## src/rtl/gun_shot_ctrl.sv

```systemverilog
// gun_shot_ctrl
//   Light-gun front end. It synchronises and debounces the raw trigger pin.
//   It then runs the two-frame shot test: one all-black frame, then one
//   target-only frame, sampling the photodetector during each. It emits a
//   one-cycle hit or miss verdict and the draw requests for the draw stage.
//
// Ports
//   clk                65 MHz pixel clock
//   rst                asynchronous reset, active high
//   gun_trigger        raw trigger pin, asynchronous, pressed = 1
//   gun_photodetector  raw photodetector pin, asynchronous, polarity set by PD_ACTIVE_LOW
//   frame_start        one-cycle pulse on the first cycle of each frame
//   draw_black         high for the whole black test frame
//   draw_target        high for the whole target test frame
//   hit                one-cycle pulse: valid shot hit the target
//   miss               one-cycle pulse: missed, or light seen in the black frame
//   busy               high whenever the shot FSM is not idle
module gun_shot_ctrl #(
    parameter int unsigned DEBOUNCE_CYCLES = 650000,
    parameter int unsigned HIT_MIN_CYCLES  = 64,
    parameter int unsigned COOLDOWN_FRAMES = 8,
    parameter int unsigned PD_ACTIVE_LOW   = 1
) (
    input  logic clk,
    input  logic rst,
    input  logic gun_trigger,
    input  logic gun_photodetector,
    input  logic frame_start,
    output logic draw_black,
    output logic draw_target,
    output logic hit,
    output logic miss,
    output logic busy
);

    localparam int unsigned DB_W = (DEBOUNCE_CYCLES > 1) ? $clog2(DEBOUNCE_CYCLES) : 1;
    localparam int unsigned PD_W = $clog2(HIT_MIN_CYCLES) + 1;
    localparam int unsigned CL_W = (COOLDOWN_FRAMES > 0) ? $clog2(COOLDOWN_FRAMES + 1) : 1;
    localparam logic [DB_W-1:0] DB_LAST  = DB_W'(DEBOUNCE_CYCLES - 1);
    localparam logic [PD_W-1:0] HIT_MIN  = PD_W'(HIT_MIN_CYCLES);
    localparam logic [CL_W-1:0] COOL_END = CL_W'(COOLDOWN_FRAMES);
    localparam logic            PD_POL   = (PD_ACTIVE_LOW != 0);

    typedef enum logic [2:0] {
        IDLE,
        ARM,
        BLACK,
        TARGET,
        VERDICT,
        COOL
    } state_t;

    state_t state, next;

    logic            trig_s1, trig_s2;
    logic            pd_s1, pd_s2;
    logic [1:0]      sync_v;
    logic            need_release;
    logic            trig_db;
    logic [DB_W-1:0] db_cnt;
    logic            trig_rise;
    logic            cheat;
    logic [PD_W-1:0] pd_cnt;
    logic [CL_W-1:0] cool_cnt;
    logic            pd;
    logic            db_flip;

    assign pd      = pd_s2 ^ PD_POL;
    assign db_flip = (trig_s2 != trig_db) && (db_cnt == DB_LAST);

    // Synchronisers and debounce. sync_v marks when the synchroniser
    // holds real pin samples. need_release blocks a trigger that is held
    // through reset from firing. Only a release, seen with a valid sync
    // and a debounced 0, re-enables trig_rise.
    always_ff @(posedge clk or posedge rst) begin
        if (rst) begin
            trig_s1      <= 1'b0;
            trig_s2      <= 1'b0;
            pd_s1        <= 1'b0;
            pd_s2        <= 1'b0;
            sync_v       <= '0;
            need_release <= 1'b1;
            trig_db      <= 1'b0;
            db_cnt       <= '0;
            trig_rise    <= 1'b0;
        end else begin
            trig_s1   <= gun_trigger;
            trig_s2   <= trig_s1;
            pd_s1     <= gun_photodetector;
            pd_s2     <= pd_s1;
            sync_v    <= {sync_v[0], 1'b1};
            if (sync_v[1] && !trig_s2 && !trig_db)
                need_release <= 1'b0;
            if (trig_s2 == trig_db) begin
                db_cnt <= '0;
            end else if (db_flip) begin
                trig_db <= ~trig_db;
                db_cnt  <= '0;
            end else begin
                db_cnt <= db_cnt + 1'b1;
            end
            trig_rise <= db_flip && !trig_db && !need_release;
        end
    end

    // Shot bookkeeping: cheat flag, target-frame light count, cooldown frames.
    always_ff @(posedge clk or posedge rst) begin
        if (rst) begin
            state    <= IDLE;
            cheat    <= 1'b0;
            pd_cnt   <= '0;
            cool_cnt <= '0;
        end else begin
            state <= next;
            if (state == VERDICT)
                cheat <= 1'b0;
            else if (state == BLACK && pd)
                cheat <= 1'b1;
            if (state == VERDICT)
                pd_cnt <= '0;
            else if (state == TARGET && pd && pd_cnt != '1)
                pd_cnt <= pd_cnt + 1'b1;
            if (state != COOL)
                cool_cnt <= '0;
            else if (frame_start && cool_cnt != COOL_END)
                cool_cnt <= cool_cnt + 1'b1;
        end
    end

    // The outputs are decoded from the state register. The draw requests
    // change on the same edge that the frame_start is taken.
    always_comb begin
        next        = state;
        draw_black  = 1'b0;
        draw_target = 1'b0;
        hit         = 1'b0;
        miss        = 1'b0;
        busy        = (state != IDLE);
        case (state)
            IDLE:    if (trig_rise) next = ARM;
            ARM:     if (frame_start) next = BLACK;
            BLACK: begin
                draw_black = 1'b1;
                if (frame_start) next = TARGET;
            end
            TARGET: begin
                draw_target = 1'b1;
                if (frame_start) next = VERDICT;
            end
            VERDICT: begin
                if (!cheat && pd_cnt >= HIT_MIN) hit = 1'b1;
                else                            miss = 1'b1;
                next = COOL;
            end
            COOL:    if (cool_cnt == COOL_END && !trig_db) next = IDLE;
            default: next = IDLE;
        endcase
    end

endmodule
```

## config.mk

```make
export PLATFORM = sky130hd
export DESIGN_NAME = gun_shot_ctrl
export DESIGN_NICKNAME = d
export VERILOG_FILES = /design/src/rtl/gun_shot_ctrl.sv
export SDC_FILE = /design/constraint.sdc
export NUM_CORES = 1
export LEC_CHECK = 0
export BUFFER_PORTS_ARGS = -buffer_cell sky130_fd_sc_hd__buf_2
export CORE_ASPECT_RATIO = 0.5
export CORE_UTILIZATION = 45
export DETAILED_ROUTE_END_ITERATION = 8
export GPL_ROUTABILITY_DRIVEN = 1
export PLACE_DENSITY = 0.67
export SYNTH_ARGS = -nofsm -noshare
export SYNTH_HDL_FRONTEND = slang
export SYNTH_SLANG_ARGS = --single-unit
```

## constraint.sdc

```tcl
create_clock -name clk -period 2.1 [get_ports clk]
set_clock_uncertainty 0.05 [all_clocks]
set_input_delay 0 -clock clk [delete_from_list [all_inputs] [get_ports clk]]
set_output_delay 0 -clock clk [all_outputs]
set_load 0.03 [all_outputs]
```

==> results of run 1 <==
## power by group through the flow
stage | Sequential, W | Clock, W | Combinational (W)
after floorplan | 0.000969 | 0 | 0.000384
after global placement | 0.00103 | 0 | 0.000370
after detailed placement | 0.00104 | 0 | 0.000382
after CTS | 0.00102 | 0.000535 | 0.000389
after global routing | 0.00104 | 0.000580 | 0.000438
final | 0.00102 | 0.000517 | 0.000381
## worst min-delay path by stage
stage | from | to | slack [ns] | cells after the start
4_1_cts | rst | pd_cnt[4]$_DFFE_PP0P_ | 0.26 | 3
3_3_place_gp | rst | pd_s1$_DFF_PP0_ | 0.03 | 2
5_1_grt | rst | cheat$_DFFE_PP0P_ | 0.29 | 3
3_5_place_dp | rst | pd_s1$_DFF_PP0_ | 0.03 | 2
2_1_floorplan | gun_photodetector | pd_s1$_DFF_PP0_ | -0.02 | 0
6_report | rst | pd_cnt[6]$_DFFE_PP0P_ | 0.24 | 3
## flip-flops by register name, summed over array words and instances (netlist names), 2 cells and up
register / flops
cool_cnt: 4
db_cnt: 20
pd_cnt: 7
state: 3
sync_v: 2
## what timing repair did
action	in CTS	in global routing
endpoints found under the hold margin	17	0
hold buffers	4	0
resized for setup	0	0
setup buffers	0	0
setup endpoints to repair	0	0
## logic make-up after synthesis
kind of cell / share of synthesized area [%]
adder cells (fa/ha/maj): 2.264
AO/OA/AOI/OAI: 9.225
other: 0.1696
XOR/XNOR: 7.131
AND/OR/NAND/NOR: 24.79
flip-flops: 49.86
buffers and inverters: 4.471
multiplexers: 2.094
## worst max-delay path: cells and delay by family, from the launching register on
| kind | cells | cell delay [ns] |
|---|---|---|
| flip-flops | 1 | 0.53 |
| AND/OR/NAND/NOR | 2 | 0.64 |
| buffers and inverters | 2 | 0.30 |
## final cells by class
cell class              instances  area [um2]  share of cell area, %
inverters                      12       47.55                  1.947
clock inverters                 2       12.51                 0.5123
clock buffers                   6       72.57                  2.971
well taps                      66       82.58                  3.381
flip-flops and latches         44        1102                  45.13
repair buffers                 17       115.1                  4.713
multi-input cells             148        1010                  41.34
## synthesized netlist by cell type, types with 3 or more instances
master	count
xnor2_1	12
xor2_1	6
nor3b_1	4
o21ai_0	7
nor3_1	5
clkbuf_1	3
nand2_1	12
and3_1	5
ha_1	4
dfrtp_1	43
nand4_1	4
o31ai_1	3
nand3_1	12
nor2_1	25
a21oi_1	5
inv_1	11
nor4_1	3
nor4b_1	3
## through the flow
step                      utilization [%]  total power [W]
after floorplan                         -         0.001353
after global placement              50.91         0.001404
after detailed placement            50.91         0.001422
after CTS                           53.66         0.001946
after global routing                53.66         0.002059
final                               53.66         0.001920
## per-layer routing
| metal | track usage [%] | vias up | wire length (um) |
|---|---|---|---|
| li1 | - | 779 | - |
| met1 | 22.84 | 764 | 1890 |
| met2 | 28.00 | 21 | 1722 |
| met3 | 4.435 | 7 | 110 |
| met4 | 6.280 | 0 | 48 |
| met5 | 0 | - | 0 |
==> key figures, run 1 <==
Worst setup path
  – Crit end category: output pin
  – Crit-path max cell delay: 0.53 ns
  – R2R Setup Slk: 0.33 ns
  – Critical-path top delay cell: dfrtp_1
  – Critical setup path kind: reg2out
  – CP arrival: 1.77 ns
  – CP max FO: 9
  – Reg2Reg Depth: 5
  – R2R Path End: db_cnt[18]$_DFF_PP0_
  – CP Launch Point: state[2]$_DFFE_PP0P_
  – CP Cell Sequence: inv_4 -> or3_4 -> nor3b_1 -> buf_2
  – Startpoint Class: flop
  – Setup crit end: hit
  – Worst r2r src: db_cnt[0]$_DFF_PP0_
  – WP data required: 2.05 ns

Layout
  – Fin area: 2442 um2
  – Synth-to-layout area growth: 10.47%
  – Most common cell after layout, fill and taps aside: dfrtp_1
  – Layout Nets: 237
  – Share of cells above drive strength 1: 15.72%
  – Diodes inserted: 0
  – Fill count: 407
  – Post-route insts no fill: 295
  – Commonest cells after routing, fill and taps aside: dfrtp_1, nor2_1, nand2_1, xnor2_1, nand3_1

Synth
  – Post-synth EDFFs: 0
  – Share of async-settable or async-resettable flops after synthesis: 100.0%
  – Most area-consuming cells after synthesis: dfrtp_1, xnor2_1, nor2_1, nand3_1, xor2_1
  – Post-Syn Nets: 221
  – Yosys top cell by area: dfrtp_1
  – Avg Inst Size Synth: 10.43 um2
  – Top FF cell, synth: dfrtp_1
  – Mapped Cells: 212
  – Mapped cell area: 2211 um2
  – Seq cells post-synth: 44
  – Post-synth top area share: 48.67%
  – YS warnings: 0
  – Library cells used by synthesis: 52
  – Seq/Total Area, Yosys: 49.86%

Drt
  – Vias after detailed routing: 1571
  – Iteration-0 DRC Markers: 53
  – Detailed Routing Iterations Pass 1: 4
  – Total wire length: 3.771 mm
  – DR WL/cell: 12.78 um
  – Detailed-route DRC error count: 0
  – Routed Antenna Nets: 0
  – Vias per cell: 5.325

GRT
  – Grt ovf: 0
  – Global Route Usage Sum: 17.33%
  – First-pass GRT wire length: 6.810 mm
  – Largest net degree at the start of global routing: 17
  – Initial antenna violation count: 0
  – Vias in the first global route: 1499

Die
  – Die height: 51.57 um
  – Row count: 17
  – # IOs: 10
  – DIE AREA: 5215 um2
  – Chip width: 101.1 um
  – Initial Utilization: 48.57%
  – Core Area: 4552 um2

Clocking
  – CTS buffer count: 5
  – CTS clk-pin slew, worst paths: 0.08 ns
  – H-Tree Depth: 2
  – Worst-Skew Late Latency: 0.30 ns
  – Sink Count: 44
  – Clk root buf: clkbuf_8
  – Worst-case clock buffer depth: 2
  – CTS tree: built

Timing
  – Min cycle time layout: 1.819 ns
  – Final setup fails: 0
  – Worst slew pin tran: 0.5498 ns
  – F_max: 549.7 MHz
  – Setup tns final: 0 ns
  – Max-slew violation count: 0
  – Endpoints failing hold: 0
  – Max_slew headroom: 63.31%
  – Hold WS: 0.2372 ns
  – Final WS setup: 0.2810 ns
  – Fin crit share: 86.62%
  – Unrepaired setup endpoints after global routing: no

Place
  – Routability Congestion: 0.8167
  – I/O Buffers: 9
  – Pre-CTS setup slack: 0.3272 ns
  – # placed instances: 283
  – Post-DP HPWL: 2.669 mm
  – Area after DPL: 2317 um2

Power and ir drop
  – P_int: 0.001302 W
  – Switching share of power: 32.20%
  – Power share of the combinational group: 19.8%
  – Clock share of power: 26.9%
  – Static leakage: 1.028 nW
  – Maximum vdd drop: 0.0004533 V
  – PD cells: 786.3 nW/um2
  – Flop pwr share: 53.2%
  – Net Switching: 0.0006183 W

Job
  – Number of max-cap violations: 0

Run status
  – Outcome: finished, final reports clean

Worst hold path
  – Worst Hold Class: in2async
No activity file was read; power rests on OpenSTA's default activity.
==> inputs of run 2 (changes only) <==
CTS_CLUSTER_SIZE = 30   (was unset)
REMOVE_ABC_BUFFERS = 1   (was unset)
==> run 2 against run 1 <==
  * Design area grew 0.92%
  * Combinational power grew 10%
  * Cell count grew 0.34%
  * Die area is the same
  * Clock power grew 11%
  * Critical endpoint is now db_cnt[18]$_DFF_PP0_
==> key figures, run 2 (synthesis gave the netlist of run 1 again) <==
Die
  – # IOs: 10 (unchanged)
  – Chip width: 101.1 um (unchanged)
  – Die height: 51.57 um (unchanged)
  – Initial Utilization: 48.57% (unchanged)
  – Core Area: 4552 um2 (unchanged)
  – DIE AREA: 5215 um2 (unchanged)
  – Row count: 17 (unchanged)

Timing
  – Endpoints failing hold: 0 (unchanged)
  – Fin crit share: 87.12% (+0.50 points)
  – Setup tns final: 0 ns (unchanged)
  – Min cycle time layout: 1.830 ns (+0.01052 ns)
  – Worst slew pin tran: 0.5436 ns (-0.006130 ns)
  – Unrepaired setup endpoints after global routing: no
  – Final setup fails: 0 (unchanged)
  – Max-slew violation count: 0 (unchanged)
  – F_max: 546.6 MHz (-0.58%)
  – Max_slew headroom: 63.72% (+0.41 points)
  – Hold WS: 0.2349 ns (-0.002245 ns)

Worst setup path
  – Worst r2r src: db_cnt[0]$_DFF_PP0_
  – Critical-path top delay cell: nor4_2
  – Critical setup path kind: reg2reg
  – CP Launch Point: db_cnt[0]$_DFF_PP0_
  – R2R Setup Slk: 0.27 ns (-0.06 ns)
  – WP data required: 2.23 ns (+0.18 ns)
  – CP max FO: 5 (-4)
  – CP Cell Sequence: ha_1 -> nand3_1 -> nor4_2 -> mux2i_1 -> nor3b_2
  – Crit-path max cell delay: 0.49 ns (-0.04 ns)
  – Crit end category: flop
  – CP arrival: 1.96 ns (+0.19 ns)
  – Startpoint Class: flop

Drt
  – DR WL/cell: 12.95 um (+1.3%)
  – Vias per cell: 5.247 (-1.5%)
  – Vias after detailed routing: 1553 (-1.1%)
  – Detailed-route DRC error count: 0 (unchanged)
  – Detailed Routing Iterations Pass 1: 4 (unchanged)
  – Total wire length: 3.832 mm (+1.6%)
  – Routed Antenna Nets: 0 (unchanged)
  – Iteration-0 DRC Markers: 85 (+60%)

GRT
  – Vias in the first global route: 1550 (+3.4%)
  – GR Util met1: 23.98% (+1.1 points)
  – GRT met3 Usage: 4.839% (+0.40 points)
  – GRT Max-Usage Layer: met2
  – Global Route Usage Sum: 17.92% (+0.59 points)
  – First-pass GRT wire length: 7.024 mm (+3.1%)
  – Initial antenna violation count: 0 (unchanged)
  – Grt ovf: 0 (unchanged)
  – Met2 Use GR: 28.23% (+0.23 points)
  – Largest net degree at the start of global routing: 17 (unchanged)

Place
  – Post-DP HPWL: 2.686 mm (+0.65%)
  – Routability Congestion: 0.7942 (-2.8%)
  – I/O Buffers: 9 (unchanged)

Clocking
  – CTS clk-pin slew, worst paths: 0.08 ns (about the same)
  – Sink Count: 44 (unchanged)
  – Clk root buf: clkbuf_8
  – Worst-Skew Late Latency: 0.29 ns (about the same)
  – CTS buffer count: 5 (unchanged)
  – CTS tree: built
  – Worst-case clock buffer depth: 2 (unchanged)
  – H-Tree Depth: 2 (unchanged)

Worst hold path
  – Worst Hold Class: in2async

Power and ir drop
  – PD cells: 808.3 nW/um2 (+2.8%)
  – Static leakage: 1.043 nW (+1.5%)
  – Maximum vdd drop: 0.0003794 V (-16%)

Layout
  – Layout Nets: 238 (+0.42%)
  – Top reg by flops: db_cnt
  – Commonest cells after routing, fill and taps aside: dfrtp_1, nor2_1, nand2_1, xnor2_1, nand3_1
  – Diodes inserted: 0 (unchanged)
  – Regs by FF count: db_cnt: 20 flops, pd_cnt: 7 flops, cool_cnt: 4 flops
  – Share of cells above drive strength 1: 16.09% (+0.37 points)
  – Register Area: 1102 um2 (unchanged)
  – Max reg flops: 20 (unchanged)
  – Most common cell after layout, fill and taps aside: dfrtp_1
  – Fill count: 409 (+0.49%)
  – Synth-to-layout area growth: 11.49%
  – Multi-input logic area: 1010 um2 (unchanged)

Job
  – Number of max-cap violations: 0 (unchanged)

Run status
  – Outcome: finished, final reports clean
[run 2: layout make-up]
type / count / share of cell area [%]
sequential: 44 / 44.72
multi-input combinational: 148 / 40.96
timing repair buffer: 18 / 4.975
clock buffer: 8 / 4.061
tap: 66 / 3.350
inverter: 12 / 1.929
[run 2: per-layer routing]
metal  share of wire [%]  wire length [um]
met5                   0                 0
met4                 1.5                59
met3                 2.9               111
met2                  45              1736
met1                  50              1925
[run 2: final timing paths]
check | endpoint | cells after the start
setup reg to reg | db_cnt[18]$_DFF_PP0_ | 5
hold / removal | pd_s2$_DFF_PP0_ | 3
setup / recovery | db_cnt[18]$_DFF_PP0_ | 5
min in group clk | trig_s1$_DFF_PP0_ | 2
hold reg to reg | trig_s2$_DFF_PP0_ | 0
max in group asynchronous | need_release$_DFFE_PP1P_ | 4
[run 2: what timing repair did]
item                                   CTS  global route
hold buffers                             4             0
gates resized for setup                  0             0
endpoints found under the hold margin   17             0
buffers inserted                         0             0
[run 2: power by group]
part	leakage, nW	internal [W]	total [W]	switching, W
registers	0.586	0.000910	0.000999	0.0000883
logic	0.406	0.000170	0.000419	0.000249
clock network	0.0515	0.000300	0.000575	0.000275
[run 2: stage by stage]
step                area [um2]  utilization (%)  setup slack (ns)  total power (W)  instances
floorplan                 2160                -           0.07686         0.001304        204
global placement          2325            51.07            0.2943         0.001418        284
detailed placement        2325            51.07            0.2765         0.001429        284
CTS                       2465            54.15            0.2565         0.002009        296
global route              2465            54.15           0.08959         0.002118        296
finish                    2465            54.15            0.2704         0.001992        296
[run 2: critical path: cells and delay by family (launching register included)]
| family | cells | cell delay [ns] |
|---|---|---|
| and+or+nand+nor | 3 | 0.78 |
| DFF | 1 | 0.40 |
| muxes | 1 | 0.28 |
| adders and majority gates | 1 | 0.21 |
